--- src/rtl/rs_issue_scheduler.sv ---
// Issue scheduler: oldest-ready ALU/MUL selection by ROB age, multiplier sequencing
// and CDB slot reservation so ALU and MUL writebacks never collide.
module rs_issue_scheduler #(
  parameter int unsigned NUM_ENTRIES   = 8,
  parameter int unsigned ROB_IDX_WIDTH = 5,
  parameter int unsigned MUL_LATENCY   = 3
) (
  input  logic                                   clk,
  input  logic                                   rst,
  input  logic                                   flush,
  input  logic [NUM_ENTRIES-1:0]                 entry_valid,
  input  logic [NUM_ENTRIES-1:0]                 entry_rs1_ready,
  input  logic [NUM_ENTRIES-1:0]                 entry_rs2_ready,
  input  logic [NUM_ENTRIES-1:0]                 entry_is_mul,
  input  logic [NUM_ENTRIES*ROB_IDX_WIDTH-1:0]   entry_rob_idx,
  input  logic [ROB_IDX_WIDTH-1:0]               rob_head,
  output logic                                   alu_issue_valid,
  output logic [$clog2(NUM_ENTRIES)-1:0]         alu_issue_idx,
  output logic                                   mul_issue_valid,
  output logic [$clog2(NUM_ENTRIES)-1:0]         mul_issue_idx,
  output logic [NUM_ENTRIES-1:0]                 issue_clear,
  output logic                                   mul_busy,
  output logic [1:0]                             cdb_src_sel
);

  localparam int unsigned IdxW = $clog2(NUM_ENTRIES);
  localparam int unsigned CntW = $clog2(MUL_LATENCY);
  localparam int unsigned ResW = MUL_LATENCY - 1;

  typedef enum logic [0:0] {StIdle, StBusy} state_e;

  state_e                   state_q, state_d;
  logic [CntW-1:0]          cnt_q, cnt_d;
  logic [ResW-1:0]          res_q, res_d;
  logic [1:0]               cdb_q, cdb_d;

  logic [NUM_ENTRIES-1:0]   cand;
  logic [NUM_ENTRIES-1:0]   alu_cand;
  logic [NUM_ENTRIES-1:0]   mul_cand;
  logic                     alu_found, mul_found;
  logic [IdxW-1:0]          alu_sel, mul_sel;
  logic [ROB_IDX_WIDTH-1:0] alu_age, mul_age, age_tmp;
  logic                     grant_ok;

  assign cand     = entry_valid & entry_rs1_ready & entry_rs2_ready;
  assign alu_cand = cand & ~entry_is_mul;
  assign mul_cand = cand & entry_is_mul;

  // Strict less-than keeps the lowest index on equal ages.
  always_comb begin
    alu_found = 1'b0;
    mul_found = 1'b0;
    alu_sel   = '0;
    mul_sel   = '0;
    alu_age   = '0;
    mul_age   = '0;
    age_tmp   = '0;
    for (int i = 0; i < NUM_ENTRIES; i++) begin
      age_tmp = entry_rob_idx[i*ROB_IDX_WIDTH +: ROB_IDX_WIDTH] - rob_head;
      if (alu_cand[i] && (!alu_found || (age_tmp < alu_age))) begin
        alu_found = 1'b1;
        alu_age   = age_tmp;
        alu_sel   = IdxW'(i);
      end
      if (mul_cand[i] && (!mul_found || (age_tmp < mul_age))) begin
        mul_found = 1'b1;
        mul_age   = age_tmp;
        mul_sel   = IdxW'(i);
      end
    end
  end

  assign grant_ok = !rst && !flush;

  // res_q[0] set means the CDB is owned by the multiplier next cycle.
  always_comb begin
    alu_issue_valid = alu_found && grant_ok && !res_q[0];
    mul_issue_valid = mul_found && grant_ok && (state_q == StIdle);
    alu_issue_idx   = alu_issue_valid ? alu_sel : '0;
    mul_issue_idx   = mul_issue_valid ? mul_sel : '0;
    issue_clear     = '0;
    if (alu_issue_valid) begin
      issue_clear = issue_clear | (NUM_ENTRIES'(1) << alu_issue_idx);
    end
    if (mul_issue_valid) begin
      issue_clear = issue_clear | (NUM_ENTRIES'(1) << mul_issue_idx);
    end
  end

  always_comb begin
    state_d = state_q;
    cnt_d   = cnt_q;
    unique case (state_q)
      StIdle: begin
        if (mul_issue_valid) begin
          state_d = StBusy;
          cnt_d   = CntW'(MUL_LATENCY - 1);
        end
      end
      StBusy: begin
        cnt_d = cnt_q - CntW'(1);
        if (cnt_q == CntW'(1)) begin
          state_d = StIdle;
        end
      end
      default: state_d = StIdle;
    endcase
    if (flush) begin
      state_d = StIdle;
      cnt_d   = '0;
    end
  end

  always_comb begin
    res_d = res_q >> 1;
    if (mul_issue_valid) begin
      res_d = res_d | (ResW'(1) << (ResW - 1));
    end
    if (res_q[0]) begin
      cdb_d = 2'b10;
    end else if (alu_issue_valid) begin
      cdb_d = 2'b01;
    end else begin
      cdb_d = 2'b00;
    end
    // A squashed multiply must not claim its reserved slot.
    if (flush) begin
      res_d = '0;
      cdb_d = 2'b00;
    end
  end

  always_ff @(posedge clk) begin
    if (rst) begin
      state_q <= StIdle;
      cnt_q   <= '0;
      res_q   <= '0;
      cdb_q   <= 2'b00;
    end else begin
      state_q <= state_d;
      cnt_q   <= cnt_d;
      res_q   <= res_d;
      cdb_q   <= cdb_d;
    end
  end

  assign mul_busy    = (state_q == StBusy);
  assign cdb_src_sel = cdb_q;

endmodule

--- config.mk ---
export PLATFORM = sky130hd
export DESIGN_NAME = rs_issue_scheduler
export DESIGN_NICKNAME = d
export VERILOG_FILES = /design/src/rtl/rs_issue_scheduler.sv
export SDC_FILE = /design/constraint.sdc
export NUM_CORES = 1
export LEC_CHECK = 0
export ABC_AREA = 1
export CORE_MARGIN = 2
export CORE_UTILIZATION = 45
export DETAILED_ROUTE_END_ITERATION = 12
export GPL_TIMING_DRIVEN = 0
export PLACE_DENSITY = 0.77
export SLEW_MARGIN = 20
export SYNTH_ARGS = -nofsm -noshare
export SYNTH_HDL_FRONTEND = slang
export SYNTH_SLANG_ARGS = --single-unit
--- constraint.sdc ---
create_clock -name clk -period 17.55 [get_ports clk]
set_input_delay 2.6325 -clock clk [delete_from_list [all_inputs] [get_ports clk]]
set_output_delay 2.6325 -clock clk [all_outputs]
set_load 0.005 [all_outputs]
### Word level (Yosys, flattened, before mapping)

Index checks and enable logic that the tools add are counted.

* register bits after elaboration: 7
* logic and storage cells: 147
* output and inout port bits: 19
* input bits: 80

* shift operators: 2
* reduce and logical (&&, ||, !) cells: 52
* eq/ne operators: 2
* multiplexer cells: 56
* bitwise logic cells: 7
* add/sub/neg operators: 9
* magnitude comparators: 14

Operators with widths (number)
* 5-bit < comparator: 14
* 5-bit 2-to-1 mux: 14
* 5-bit subtractor: 8
* 3-bit 2-to-1 mux: 13
* 8-bit bitwise AND: 4
* 1-bit 2-to-1 mux: 21
* 1-bit logical AND: 19
* 1-bit logical NOT: 17
* 8-bit 2-to-1 mux: 2
* 1-bit by 3-bit left shift with 8-bit output (first input constant): 2
* 1-bit logical OR: 14
* 2-bit 2-to-1 mux: 4
* 8-bit inverter: 1
* 8-bit bitwise OR: 1
* 2-bit case mux with 2 select lines: 1
* 3-bit OR reduction: 1
* 2-bit by 1-bit == test with 1-bit output (second input constant): 1
* 2-bit != test (second input constant): 1
* 1-bit case mux with 2 select lines: 1
* 2-bit OR reduction: 1
* 2-bit by 1-bit subtractor with 2-bit output (second input constant): 1
* 1-bit inverter: 1

### Depth between registers and ports, before layout

* depth after elaboration: 39
* depth in mapped cells: 78
* mapped depth without buffers: 73

### Worst setup path after synthesis

OpenSTA, ideal clock, no wires.

* kind: input to output
* start: input port rob_head[1]
* end: output port issue_clear[0]
* cell stages on the path: 70
* slack: 3243 ps
* data required time: 14917 ps
* buffers on the path: 5
* data arrival time: 11675 ps
* cell sequence: inv_1 -> fa_1 -> nand3_1 -> nand2_1 -> xor2_1 -> nand2_1 -> ha_1 -> a21oi_1 -> o21a_1 -> nand2_2 -> nand2_4 -> nand2_4 -> o21ai_0 -> ha_1 -> a21oi_1 -> nor2_1 -> a211oi_1 -> nand2_1 -> [... 34 more ...] -> a211oi_1 -> nand2_1 -> nand2_1 -> nand2_1 -> buf_2 -> nand2_1 -> o21ai_0 -> ha_1 -> a21oi_1 -> nor2_1 -> a211oi_1 -> nand2_1 -> nand2_1 -> nand2_2 -> nand2_1 -> nand2_1 -> nand3_1 -> nand2_1

* longest elaborated chain between the ends: 37
* elaborated cells between the ends (all ways): 115
* classes of those cells: 8 x add/sub; 14 x order compare; 2 x shift; 46 x mux; 1 x bitwise; 44 x reduce/logical

Ends and longest elaborated chain
* from (decl): RTL line 16 `input logic [ROB_IDX_WIDTH-1:0] rob_head,`
* 5-bit subtractor: RTL line 59 `age_tmp = entry_rob_idx[i*ROB_IDX_WIDTH +: ROB_IDX_WIDTH] - rob_head;`
* 5-bit 2-to-1 mux: RTL line 60 `if (alu_cand[i] && (!alu_found || (age_tmp < alu_age))) begin`
* 5-bit < comparator: RTL line 60
* 1-bit logical OR: RTL line 60
* 1-bit logical AND: RTL line 60
* 5-bit 2-to-1 mux / 1-bit 2-to-1 mux (equally long branches): RTL line 60
* 5-bit < comparator / 1-bit logical NOT (equally long branches): RTL line 60
* 1-bit logical OR: RTL line 60
* [... 20 more ...]
* 1-bit logical AND: RTL line 60
* 1-bit 2-to-1 mux: RTL line 60
* 1-bit logical AND (2 in a row): RTL line 77 `alu_issue_valid = alu_found && grant_ok && !res_q[0];`
* 3-bit 2-to-1 mux: RTL line 79 `alu_issue_idx = alu_issue_valid ? alu_sel : '0;`
* 1-bit by 3-bit left shift with 8-bit output: RTL line 83 `issue_clear = issue_clear | (NUM_ENTRIES'(1) << alu_issue_idx);`
* 8-bit 2-to-1 mux: RTL line 82 `if (alu_issue_valid) begin`
* 8-bit bitwise OR: RTL line 86 `issue_clear = issue_clear | (NUM_ENTRIES'(1) << mul_issue_idx);`
* 8-bit 2-to-1 mux *: RTL line 85 `if (mul_issue_valid) begin`
* to (decl): RTL line 21 `output logic [NUM_ENTRIES-1:0] issue_clear,`

Mark *: on every way between the ends. The rest lies on a longest branch, timed or not.

### Final worst setup path

* start: input port rob_head[1]
* end: output port issue_clear[3]

Same word-level chain as after synthesis.

==> run metrics <==
status complete, no violations; top-level port count 99; Mapped Nets 843; Initial Utilization between 40% and 50%; Crit path required time around 15000 ps; drt pass-1 iters 5; WL met2 between 5000 and 6000 um; final hold vios 0; Final ANT Viol Nets 0; first-pass GRT wire length 18660 um; post-synthesis mux area share 0%; FP Rows 34; Slew HR a little under three fifths; CP Capture Type primary output; Final Max Slew Viols 0; largest area contributor in the netlist ha_1; dpl hpwl 9933 um; Die W ~100 um; PortBufs 97; die footprint about 9900 um2; #FFs+latches synth 7; hold_ws between 400 and 500 ps; Root Driver clkbuf_8; layout cells sized above 1 around 6.6%; Routed met1 length around 4600 um; Worst VDD drop approximately 0.000019 V; post-synthesis adder-cell area fraction between 30% and 40%; XOR/XNOR Fraction of Synth Area 6.798%; Final Cycle Share 94.01%; Tot Pwr between 200 and 250 uW; post-synthesis compound-gate area fraction 13.99%; RSZ-0062 raised after global routing false; uppermost routed layer met4; number of global-route vias before repair about 4400; setup TNS 0 ps; CTS tree done; worst min-delay path class flop to flop; DR WL met3 between 300 and 400 um; Cell Area, Synth slightly above 4000 um2; initial antenna violation count 0; CTS clk-pin slew, worst paths 40 ps; post-synthesis instance total 666; largest net degree at the start of global routing 17; Final Critical Period between 15000 and 20000 ps; Final Setup Violations 0; worst-margin pin slew 640.9 ps; Remaining DRCs 0; H-Tree Depth 1; Final nets between 900 and 1000; CP Class primary input to primary output; vias per cell about 5.2; Critical Path Most Common Cell nand2_1; via count 4548; CP peak stage delay 500 ps; clk sink count 7; post-route cell area roughly 5300 um2; Non-Filler Instances 876; gpl congestion 0.8987; Total GRT Usage between 20 and 25%; Ys Warns 0; Crit Path Max Fanout 10; Cell Pwr Density 46.66 nW/um2; register area share after synthesis 3.399%; WL per Instance around 13 um; drt total wl 11130 um; Synth top area share a little over a quarter; Remaining Overflow, GRT 0; largest family of logic cells by synthesized area simple AND/OR/NAND/NOR gates; Synth area leaders ha_1 (27%), nand2_1 (17%), nand3_1 (6.3%); WP data arrival roughly 14000 ps; cts hold-fix bufs 0; post-synthesis simple-gate area fraction 37.66%; largest buffer count on any clock path 2; synth unique cells 29; slowest CP cell clkdlybuf4s50_1; Max-cap violations 0; Die Span Y 99.72 um; CTS Buf Count 3; critical path launch point type primary input; Initial DRC Count around 100; Antenna diodes 0; core area between 8000 and 9000 um2; Syn Area/Cell 6.190 um2; Fmax just over 60 MHz; placed cell count 871; Leakage roughly 0.0028 uW; skew final approximately 0.53 ps; worst-skew pair later-pin latency ~230 ps; dpl cell area about 5200 um2; Layout area overhead 28.25%
[sequential cells by signal, indices dropped and copies added, names as in the netlist]
| signal | count |
|---|---|
| cdb_src_sel | 2 |
| res_q | 2 |
| cnt_q | 2 |
| mul_busy | 1 |
[path summary, 6_finish.rpt]
kind                             startpoint              to  slack (ps)  cells past startpoint
worst max-delay path            rob_head[1]  issue_clear[3]        1050                     68
worst min-delay path               res_q[1]        res_q[0]         410                      2
worst max register to register     cnt_q[1]        cnt_q[1]       16580                      4
worst min register to register     res_q[1]        res_q[0]         410                      2
[timing repair]
| action | in CTS | in global routing |
|---|---|---|
| gates resized for setup | 0 | 17 |
| setup buffers | 0 | 1 |
| endpoints found under the setup margin | 0 | 14 |
[worst max-delay path: cells and delay by family]
kind,cells,cell delay (ps)
compound gates,19,3940
xor+xnor,1,210
fa+ha+maj,8,2470
buf+inv,6,1740
simple gates,34,2840
[stage by stage]
stage | utilization [%] | worst slack (ps)
finish | 60.05 | 1052
global route | 60.05 | 5.901
CTS | 59.89 | 349.4
detailed placement | 59.38 | 365.5
global placement | 59.38 | 543.9
floorplan | - | 3243
[layout by cell type, fill, tap and decap left out]
master	n
nand3_1	52
a21oi_1	37
nor2_2	2
clkbuf_2	1
clkinvlp_4	1
xor2_2	1
clkbuf_8	3
o21a_1	2
fa_1	8
nor3_2	1
o21ai_1	14
nor2_1	57
nand2_1	186
xor2_1	23
a21oi_2	2
xnor2_1	8
clkdlybuf4s50_1	96
nand2_2	18
nor2_4	3
o21ai_0	38
inv_1	62
ha_1	89
nand3_2	1
clkbuf_1	7
nand4_1	15
buf_4	2
buf_2	2
dfxtp_1	7
o221ai_1	1
inv_2	6
a211oi_1	12
nor3_1	1
and3_1	2
nand2_4	8
[per-layer routing]
layer / GRT usage [%] / up-vias
li1: - / 2439
met1: 23.78 / 1986
met2: 45.84 / 100
met3: 1.335 / 23
met4: 6.744 / 0
met5: 0 / -
[power by group]
group / internal, uW / switching [uW]
registers: 16.5 / 0.248
clock network: 15.7 / 6.76
logic: 89.0 / 119
total: 121 / 126
[logic make-up after synthesis]
| kind of cell | Yosys count |
|---|---|
| simple gates | 346 |
| compound gates | 106 |
| fa+ha+maj | 97 |
| buf+inv | 78 |
| xor+xnor | 32 |
| flops | 7 |
[Yosys cell counts, drive strengths merged]
master	n
nand3	53
dfxtp	7
ha	89
nor3	2
and3	2
a21oi	39
a211oi	12
o21a	2
nand2	212
o21ai	52
xnor2	8
fa	8
inv	69
buf	3
nor2	62
xor2	24
o221ai	1
clkbuf	6
nand4	15
[cell type report]
type | instances | area, um2
plain buffers | 9 | 40.04
clock buffers | 4 | 45.04
fillers | 880 | 3518
inverters | 69 | 262.8
multi-input cells | 581 | 3691
flip-flops and latches | 7 | 140.1
well taps | 108 | 135.1
repair buffers | 98 | 973.4
Power figures use the tool's default switching activity.
